`config.mk`:
```
export PLATFORM = sky130hd
export DESIGN_NAME = serial_bit_source
export DESIGN_NICKNAME = d
export VERILOG_FILES = /design/src/rtl/serial_src_pkg.sv /design/src/rtl/word_hold_reg.sv /design/src/rtl/serial_bit_source.sv
export SDC_FILE = /design/constraint.sdc
export NUM_CORES = 1
export LEC_CHECK = 0
export BUFFER_PORTS_ARGS = -buffer_cell sky130_fd_sc_hd__buf_4
export CAP_MARGIN = 30
export CORE_MARGIN = 3
export CORE_UTILIZATION = 49
export DETAILED_ROUTE_END_ITERATION = 6
export PLACE_DENSITY_LB_ADDON = 0.1
export SKIP_CTS_REPAIR_TIMING = 1
export SLEW_MARGIN = 20
export SYNTH_ARGS = -nofsm -noshare
export SYNTH_HDL_FRONTEND = slang
export SYNTH_SLANG_ARGS = --single-unit
```
`constraint.sdc`:
```
create_clock -name clk -period 1.5 [get_ports clk]
set_input_delay 0.3 -clock clk [delete_from_list [all_inputs] [get_ports clk]]
set_output_delay 0.3 -clock clk [all_outputs]
set_load 0.02 [all_outputs]
```
`src/rtl/serial_src_pkg.sv`:
```
// Shared types and constants for the serial bit source feeding the 100/001 detector.
package serial_src_pkg;

   typedef enum logic {
      IDLE,
      SHIFT
   } state_t;

   localparam int              CNT_W   = 8;
   localparam logic [CNT_W-1:0] CNT_MAX = 8'd255;

   function automatic logic [CNT_W-1:0] sat_inc(input logic [CNT_W-1:0] v);
      return (v == CNT_MAX) ? v : v + 1'b1;
   endfunction

endpackage

```
`src/rtl/word_hold_reg.sv`:
```
// Single-entry holding register: written on a transfer, drained on a shift-register reload.
module word_hold_reg #(
   parameter int WIDTH = 8
) (
   input  logic             clk,
   input  logic             reset,
   input  logic             wr_en,
   input  logic [WIDTH-1:0] wr_data,
   input  logic             rd_en,
   output logic [WIDTH-1:0] data,
   output logic             full
);

   // NOTE: the data word is reset too, so a reset never leaves stale payload visible downstream.
   always_ff @(posedge clk or posedge reset) begin
      if (reset) begin
         data <= '0;
         full <= 1'b0;
      end else if (wr_en) begin
         data <= wr_data;
         full <= 1'b1;
      end else if (rd_en) begin
         full <= 1'b0;
      end
   end

endmodule

```
`src/rtl/serial_bit_source.sv`:
```
// Parallel-to-serial feeder: valid/ready word input, one bit per clock on out,
// one-word hold for gapless streaming, underrun flag and saturating counter.
module serial_bit_source
   import serial_src_pkg::*;
#(
   parameter int WIDTH     = 8,
   parameter bit MSB_FIRST = 1'b1,
   parameter bit IDLE_BIT  = 1'b0
) (
   input  logic             clk,
   input  logic             reset,
   input  logic [WIDTH-1:0] s_data,
   input  logic             s_valid,
   output logic             s_ready,
   input  logic             underrun_clr,
   output logic             out,
   output logic             out_valid,
   output logic             frame_start,
   output logic             underrun,
   output logic [CNT_W-1:0] underrun_cnt
);

   localparam int             BCW      = $clog2(WIDTH);
   localparam logic [BCW-1:0] LAST_BIT = BCW'(WIDTH - 1);

   state_t           state;
   logic [WIDTH-1:0] sr;
   logic [BCW-1:0]   bit_cnt;
   logic [WIDTH-1:0] hold_data;
   logic             hold_full;
   logic             xfer;
   logic             last;
   logic             load;
   logic [WIDTH-1:0] load_word;

   function automatic logic head(input logic [WIDTH-1:0] w);
      return MSB_FIRST ? w[WIDTH-1] : w[0];
   endfunction

   function automatic logic [WIDTH-1:0] advance(input logic [WIDTH-1:0] w);
      return MSB_FIRST ? {w[WIDTH-2:0], 1'b0} : {1'b0, w[WIDTH-1:1]};
   endfunction

   assign s_ready = ~hold_full;
   assign xfer    = s_valid & s_ready;
   assign last    = (state == SHIFT) && (bit_cnt == LAST_BIT);

   // A held word always beats the bypass path; in IDLE the hold is empty so s_data is chosen.
   always_comb begin
      load_word = hold_full ? hold_data : s_data;
      load      = ((state == IDLE) && xfer) || (last && (hold_full || xfer));
   end

   word_hold_reg #(.WIDTH(WIDTH)) u_hold (
      .clk     (clk),
      .reset   (reset),
      .wr_en   (xfer && (state == SHIFT) && !last),
      .wr_data (s_data),
      .rd_en   (last && hold_full),
      .data    (hold_data),
      .full    (hold_full)
   );

   // NOTE: sequential state uses non-blocking assignments so every flop samples pre-edge values.
   always_ff @(posedge clk or posedge reset) begin
      if (reset) begin
         state       <= IDLE;
         sr          <= '0;
         bit_cnt     <= '0;
         out         <= IDLE_BIT;
         out_valid   <= 1'b0;
         frame_start <= 1'b0;
         underrun    <= 1'b0;
      end else begin
         frame_start <= 1'b0;
         underrun    <= 1'b0;
         if (load) begin
            state       <= SHIFT;
            sr          <= load_word;
            bit_cnt     <= '0;
            out         <= head(load_word);
            out_valid   <= 1'b1;
            frame_start <= 1'b1;
         end else if (state == SHIFT && !last) begin
            sr      <= advance(sr);
            bit_cnt <= bit_cnt + 1'b1;
            out     <= head(advance(sr));
         end else if (last) begin
            state     <= IDLE;
            out       <= IDLE_BIT;
            out_valid <= 1'b0;
            underrun  <= 1'b1;
         end
      end
   end

   // Counts the visible underrun pulse; a coincident clear wins.
   always_ff @(posedge clk or posedge reset) begin
      if (reset) begin
         underrun_cnt <= '0;
      end else if (underrun_clr) begin
         underrun_cnt <= '0;
      end else if (underrun) begin
         underrun_cnt <= sat_inc(underrun_cnt);
      end
   end

endmodule

```
==> results of run 1 <==
critical path: cells and delay by family, from the launching register on:
| kind | cells | cell delay [ps] |
|---|---|---|
| flops | 1 | 390 |
| buf+inv | 1 | 160 |
| mux | 1 | 300 |
| fa+ha+maj | 2 | 380 |
| simple gates | 1 | 140 |
layer usage:
metal / vias up / GRT usage / wire length, µm
li1: 555 / - / -
met1: 581 / 0.258 / 1470
met2: 33 / 0.301 / 1640
met3: 4 / 0.0650 / 195
met4: 0 / 0.0455 / 28
met5: - / 0 / 0
flip-flops by register name, summed over array words and instances, names as in the netlist:
signal and cells:
u_hold.data 8, underrun_cnt 8, sr 7, bit_cnt 3, frame_start 1, out 1
state 1, u_hold.full 1, underrun 1
report_power, final:
group	switching [mW]	internal [mW]	leakage, nW
sequential	0.183	1.10	0.390
clock	0.271	0.183	0.0293
combinational	0.497	0.700	0.556
stage by stage:
| stage | setup TNS, ps | setup WS (ps) |
|---|---|---|
| after floorplan | 0 | 0.0205 |
| after global placement | 0 | 12.2 |
| after detailed placement | -139 | -35.4 |
| after CTS | -260 | -46.1 |
| after global routing | -517 | -53.7 |
| final | 0 | 14.1 |
layout by cell type, fill, tap and decap left out, types with 2 or more instances in the layout:
master / instances
buf_4: 36
dfrtp_1: 29
mux2i_1: 9
nor3_1: 8
mux2_4: 8
inv_1: 6
a221o_1: 6
nand2_1: 5
clkbuf_4: 5
a211oi_1: 4
nand2b_1: 4
a21oi_1: 4
nor2_1: 3
nor2b_1: 3
buf_6: 3
a311oi_1: 2
mux2_2: 2
a22o_1: 2
ha_4: 2
clkbuf_1: 2
dfrtp_2: 2
layout make-up:
class | count | area (µm²) | area share
Clock buffer | 7 | 45.0 | 0.0228
Sequential cell | 31 | 778 | 0.393
Inverter | 6 | 22.5 | 0.0114
Timing Repair Buffer | 41 | 329 | 0.166
Multi-Input combinational cell | 83 | 759 | 0.384
Clock inverter | 1 | 5.00 | 0.00253
Tap cell | 31 | 38.8 | 0.0196
final timing paths:
path                                      from         endpoint  cells past startpoint
worst max-delay path                bit_cnt[1]   u_hold.data[7]                      5
worst min-delay path                     reset            sr[1]                      3
worst max register to register      bit_cnt[1]   u_hold.data[7]                      5
worst min register to register  u_hold.data[7]   u_hold.data[7]                      1
max in group asynchronous                reset  underrun_cnt[1]                      3
min in group clk                       s_valid         underrun                      2
synth_stat cells (2+ instances only):
library cell  instances
a211oi_1              4
a21boi_0              2
a21oi_1               5
a221o_1               6
a22o_1                2
a311oi_1              2
and4_1                2
buf_2                 4
dfrtp_1              31
ha_1                  3
inv_1                 6
mux2_2               10
mux2i_1               9
nand2_1               5
nand2b_1              4
nor2_1                3
nor2b_1               4
nor3_1                8
logic make-up (layout without fill, tap and decap cells):
group | count (synthesis) | in the layout
compound gates | 25 | 25
fa+ha+maj | 3 | 3
buf+inv | 12 | 55
flops | 31 | 31
mux | 20 | 20
simple gates | 35 | 35
==> metrics.cfg, run 1 <==
[cts]
cts_made_buffers = 5
clockRootBuffer = clkbuf_4
htreeDepth = 2
clockBufferDepth = 2
clkTransAtPathRegs_ps = 100
cts_tree = built
clock-sinks = 31
clock_latency_ps = 320

[route]
dr.first_iter.drc_count = 43
drc_errors = 0
drt-wirelength-per-cell_um = 16.7
drt_first_pass_iters = 4
vias_per_cell = 5.87
vias = 1173
detail-route-antenna-nets = 0
routed_wl_um = 3340

[global_routing]
grt_max_degree = 32
grt_pass1_vias = 1102
gr-total-overflow = 0
antenna_found_initial = 0
grt_usage = 0.191
grt_pass1_wl_um = 5130

[pwr]
power_density_nw_per_um2 = 1480
totalPowerFinal_mw = 2.93
leakage_nw = 0.975
ir_worst_vdd_mv = 0.971

[yosys]
ys_seq_area_frac = 0.517
synth_top_cell_area_share = 0.517
synth_cells = 126
async_flop_share = 1.00
yosys.area_share.adder = 0.0250
synth_top_area_cell = dfrtp_1
synth-compound-area-share = 0.133
synth_top_flop_cell = dfrtp_1
synth_edf_count = 0
synth-simple-area-share = 0.145
ys_warn_count = 0
muxShareOfSynthArea = 0.144
yosys-top-cells-area = dfrtp_1 52%, mux2_2 7.5%, mux2i_1 6.0%
syn_area_per_cell_um2 = 11.9
synth_xor_area_frac = 0
syn_nets = 141
syn_area_um2 = 1500
synth_top_family_by_area = simple AND/OR/NAND/NOR gates
synth_cell_types = 34
ys_ff_latch = 31

[placement]
placed_cells = 188
dp_hpwl_um = 2230
port-buffer-count = 24
gp_congestion = 0.765
place_area_um2 = 1830

[timing]
worstMarginPinSlew_ps = 382
worst_hold_slack_ps = 72.3
setup_viol = 0
rsz0062_at_grt = true
hold_viol_final = 0
maxSlewViolCount = 0
max_freq_mhz = 673
finalCritPeriodShare = 0.991
min_period_ps = 1490
max_slew_margin = 0.745
fin_skew_ps = 8.90

[worst_setup_path]
worstPathMaxFanout = 8
worstPathArrival_ps = 1690
path_cells = ha_2 > ha_4 > nor3_4 > buf_12 > mux2_4
crit_required_ps = 1710
crit_type = reg2reg
slowest_delay_ps = 390
crit_path_top_delay_cell = dfrtp_1
cp-start-kind = flop
end_kind = flop
r2r_setup_slack_ps = 10

[finish]
layout-drive-gt1-share = 0.432
area_delta_synth_final_pct = 31.9
final_util = 0.699
final_area_um2 = 1980
fillers = 214
fin_nets = 183
final_cell_count_no_fill = 200
n_antenna_cell = 0

[die]
num_rows = 19
core_area_um2 = 2830
die_y_um = 61.3
dieArea_um2 = 3760
io_pins = 25
start_util = 0.530
dieWidth_um = 61.3

[flow_run]
maxCapViolations = 0

[min_path]
hp-class = in2async

[outcome]
status = finished clean

Power figures use the tool's default switching activity.
==> run 2: changes to the inputs <==
==> constraint.sdc (replaced) <==
create_clock -name clk -period 1.5 [get_ports clk]
set_input_delay 0.15 -clock clk [delete_from_list [all_inputs] [get_ports clk]]
set_output_delay 0.15 -clock clk [all_outputs]
set_load 0.02 [all_outputs]
==> run 2 against run 1 <==
Compared with the run above: setup slack worse by 2.9 ps; worst hold slack worse by 56 ps; core utilization is 0.35 points higher; clock skew hardly changed; clock power hardly changed; flip-flop and latch count stayed put; sequential share of layout area is 0.20 points lower; critical endpoint is now u_hold.data[0].
==> metrics.cfg, run 2 (synthesis gave the netlist of run 1 again) <==
[outcome]
status = finished clean

[die]
io_pins = 25
start_util = 0.530
die_y_um = 61.3
dieWidth_um = 61.3
dieArea_um2 = 3760
core_area_um2 = 2830
num_rows = 19

[placement]
port-buffer-count = 24
gp_congestion = 0.765
dp_hpwl_um = 2230
place_area_um2 = 1830

[worst_setup_path]
endpoint = u_hold.data[0]
reg2reg_to = u_hold.data[0]
end_kind = flop
worstPathArrival_ps = 1700
worstPathMaxFanout = 8
cp-start-kind = flop
reg2reg_depth = 5
crit_required_ps = 1710
startpoint = bit_cnt[1]
crit_type = reg2reg
r2r_setup_slack_ps = 10
crit-reg2reg-launch = bit_cnt[1]

[pwr]
power_switching_uw = 952
p_int_mw = 1.98
swShare = 0.325
leakage_nw = 0.980
p_seq_frac = 0.436
p_clk_frac = 0.155
power_density_nw_per_um2 = 1480
combPwrFrac = 0.409
ir_worst_vdd_mv = 0.969

[finish]
fin_nets = 184
top_regs = u_hold.data x8, underrun_cnt x8, sr x7
final_area_um2 = 1990
layout-drive-gt1-share = 0.429
final_common_cell = buf_4
final_cell_mix = 36 x buf_4, 29 x dfrtp_1, 9 x mux2i_1
area_delta_synth_final_pct = 32.5
n_antenna_cell = 0

[timing]
finalCritPeriodShare = 0.993
worst_hold_slack_ps = 16.5
rsz0062_at_grt = true
fin_skew_ps = 8.68
worstMarginPinSlew_ps = 382
maxSlewViolCount = 0
max_slew_margin = 0.745
setup_viol = 0
fin_setup_tns_ps = 0
max_freq_mhz = 672
min_period_ps = 1490
hold_viol_final = 0

[cts]
clkTransAtPathRegs_ps = 90
clock-sinks = 31
htreeDepth = 2
clockBufferDepth = 2
cts_tree = built
clockRootBuffer = clkbuf_4
cts_made_buffers = 5
clock_latency_ps = 320

[global_routing]
grt_pass1_wl_um = 5130
grt_max_degree = 32
antenna_found_initial = 0
grt_usage = 0.191
grt_pass1_vias = 1102
gr-total-overflow = 0

[min_path]
hp-class = in2reg

[route]
routed_wl_um = 3350
highest_layer = met4
dr_wl_met3_um = 198
dr_wl_met2_um = 1640
drc_errors = 0
vias_per_cell = 5.90
drt_first_pass_iters = 4
detail-route-antenna-nets = 0
vias = 1186
dr.first_iter.drc_count = 37
met1_length_um = 1480
drt-wirelength-per-cell_um = 16.7

[flow_run]
maxCapViolations = 0

## run 2: power by group through the flow
stage	sequential (mW)	clock [mW]	combinational, mW
2_1_floorplan	1.26	0	0.726
3_3_place_gp	1.27	0	0.967
3_5_place_dp	1.28	0	1.01
4_1_cts	1.27	0.466	1.01
5_1_grt	1.31	0.513	1.31
6_report	1.28	0.453	1.20
## run 2: worst min path at each step
stage	startpoint	to	slack [ps]	cells after the start
after floorplan	s_valid	underrun	220	1
after global placement	reset	u_hold.data[7]	250	3
after detailed placement	reset	underrun_cnt[4]	280	3
after CTS	reset	u_hold.data[0]	-80	3
after global routing	s_valid	underrun	-0.4	2
final	s_valid	underrun	20	2
## run 2: layout make-up
class	count	area, µm²
flip-flops and latches	31	778
clock buffers	7	45.0
well taps	31	38.8
repair buffers	42	339
inverters	6	22.5
multi-input cells	83	759
clock inverters	1	5.00
fillers	212	841
## run 2: per-stage QoR
| step | util | std cells | power [mW] | setup WS [ps] |
|---|---|---|---|---|
| after floorplan | - | 126 | 1.98 | 0.0205 |
| after global placement | 0.648 | 188 | 2.24 | 12.2 |
| after detailed placement | 0.648 | 188 | 2.29 | -35.4 |
| after CTS | 0.665 | 196 | 2.74 | -46.1 |
| after global routing | 0.703 | 201 | 3.13 | -54.7 |
| final | 0.703 | 201 | 2.93 | 11.2 |
## run 2: routing by layer
layer / vias up / GRT usage
met2: 39 / 0.301
met1: 585 / 0.258
met3: 4 / 0.0650
li1: 558 / -
met5: - / 0
met4: 0 / 0.0455
## run 2: worst max-delay path, stage by stage, from the launching register on
cell	delay, ps
dfrtp_1	390
ha_2	200
ha_4	180
nor3_4	140
buf_12	160
mux2_4	300
==> run 3: changes to the inputs <==
--- a/config.mk
+++ b/config.mk
@@ -7,8 +7,10 @@
 export LEC_CHECK = 0
 export BUFFER_PORTS_ARGS = -buffer_cell sky130_fd_sc_hd__buf_4
 export CAP_MARGIN = 30
+export CELL_PAD_IN_SITES_DETAIL_PLACEMENT = 0
+export CELL_PAD_IN_SITES_GLOBAL_PLACEMENT = 1
 export CORE_MARGIN = 3
-export CORE_UTILIZATION = 49
+export CORE_UTILIZATION = 39
 export DETAILED_ROUTE_END_ITERATION = 6
 export PLACE_DENSITY_LB_ADDON = 0.1
 export SKIP_CTS_REPAIR_TIMING = 1
==> run 3 against run 2 <==
Compared with the run above: critical path type unchanged; final cell count grew 7.5%; maximum frequency shrank 2.9%; combinational power is essentially flat; the flow now finishes with violations (negative setup slack); clock skew shrank 3.6 ps; cell area grew 4.0%; clock-buffer cell count shrank 1.
==> metrics.cfg, run 3 (synthesis gave the netlist of run 1 again) <==
[outcome]
status = finished with violations
failed_checks = negative setup slack

[finish]
final_cell_mix = 37 x buf_4, 28 x dfrtp_1, 10 x mux2_2
fillers = 316
final_cell_count_no_fill = 216
fin_nets = 184
n_antenna_cell = 0
area_delta_synth_final_pct = 37.8
final_common_cell = buf_4
top_regs = u_hold.data x8, underrun_cnt x8, sr x7
layout-drive-gt1-share = 0.471

[die]
core_area_um2 = 3520
num_rows = 21
dieArea_um2 = 4630
dieWidth_um = 68.0
start_util = 0.426
die_y_um = 68.0
io_pins = 25

[placement]
port-buffer-count = 24
placed_cells = 204
gp_congestion = 0.840
dp_hpwl_um = 2150

[cts]
clockRootBuffer = clkbuf_8
clkTransAtPathRegs_ps = 70
htreeDepth = 2
clock_latency_ps = 280
cts_tree = built
clock-sinks = 31
cts_made_buffers = 5
clockBufferDepth = 2

[worst_setup_path]
worstPathMaxFanout = 8
worstPathArrival_ps = 1700
cp-start-kind = flop
crit_required_ps = 1670
end_kind = flop
crit_type = reg2reg

[timing]
worstMarginPinSlew_ps = 448
min_period_ps = 1530
hold_viol_final = 0
fin_skew_ps = 5.13
rsz0062_at_grt = true
finalCritPeriodShare = 1.02
setup_slack_ps = -32.9
maxSlewViolCount = 0
setup_viol = 9
max_freq_mhz = 652
max_slew_margin = 0.701
worst_hold_slack_ps = 59.4

[route]
detail-route-antenna-nets = 0
vias = 1158
drt-wirelength-per-cell_um = 14.2
routed_wl_um = 3070
drc_errors = 0
vias_per_cell = 5.36
dr.first_iter.drc_count = 48
drt_first_pass_iters = 4

[global_routing]
gr-usage-met1 = 0.200
gr-max-usage-layer = met1
grt_pass1_wl_um = 4820
gr-usage-met3 = 0.0640
grt_usage = 0.145
use_met2 = 0.200
grt_max_degree = 22
gr-total-overflow = 0
antenna_found_initial = 0
grt_pass1_vias = 1037

[flow_run]
maxCapViolations = 0

[pwr]
leakage_nw = 0.996
power_density_nw_per_um2 = 1600
ir_worst_vdd_mv = 0.894

[min_path]
hp-class = in2reg

==> run 3: routing by layer <==
layer	wire length, µm	vias to the layer above
li1	-	564
met1	1430	550
met2	1390	40
met3	215	4
met4	38	0
met5	0	-
==> run 3: critical path, stage by stage, from the launching register on <==
cell	delay [ps]
dfrtp_1	390
ha_2	200
ha_4	190
nor3_4	150
buf_12	150
mux2_2	330
==> run 3: cell type report <==
class | count | area [µm²] | share of cell area
Tap cell | 46 | 57.6 | 0.0278
Timing Repair Buffer | 42 | 335 | 0.162
Clock inverter | 2 | 35.0 | 0.0169
Multi-Input combinational cell | 83 | 754 | 0.365
Clock buffer | 6 | 82.6 | 0.0400
Inverter | 6 | 22.5 | 0.0109
Sequential cell | 31 | 779 | 0.377
==> run 3: per-stage QoR <==
stage / utilization / worst slack, ps / setup TNS, ps / cell area, µm² / power, mW
2_1_floorplan: - / 0.0205 / 0 / 1540 / 1.98
3_3_place_gp: 0.528 / 6.14 / 0 / 1860 / 2.27
6_report: 0.587 / -32.9 / -191 / 2070 / 3.32
4_1_cts: 0.561 / -35.2 / -212 / 1980 / 3.17
5_1_grt: 0.587 / -63.3 / -721 / 2070 / 3.53
3_5_place_dp: 0.528 / -21.9 / -83.8 / 1860 / 2.32
==> run 3: worst paths after layout <==
| kind | start | endpoint | slack, ps | cells after the start |
|---|---|---|---|---|
| setup / recovery | bit_cnt[1] | u_hold.data[3] | -30 | 5 |
| hold / removal | s_valid | underrun | 60 | 2 |
| setup reg to reg | bit_cnt[1] | u_hold.data[3] | -30 | 5 |
| hold reg to reg | u_hold.data[5] | u_hold.data[5] | 510 | 1 |
| max in group asynchronous | reset | state | 440 | 4 |
| min in group asynchronous | reset | underrun_cnt[0] | 430 | 3 |
==> run 3: report_power, final <==
group          internal [mW]  leakage [nW]  switching [mW]  total [mW]
Sequential              1.10         0.390           0.162        1.26
Clock                  0.537        0.0612           0.310       0.847
Combinational          0.678         0.545           0.530        1.21
Total                   2.31         0.996            1.00        3.32
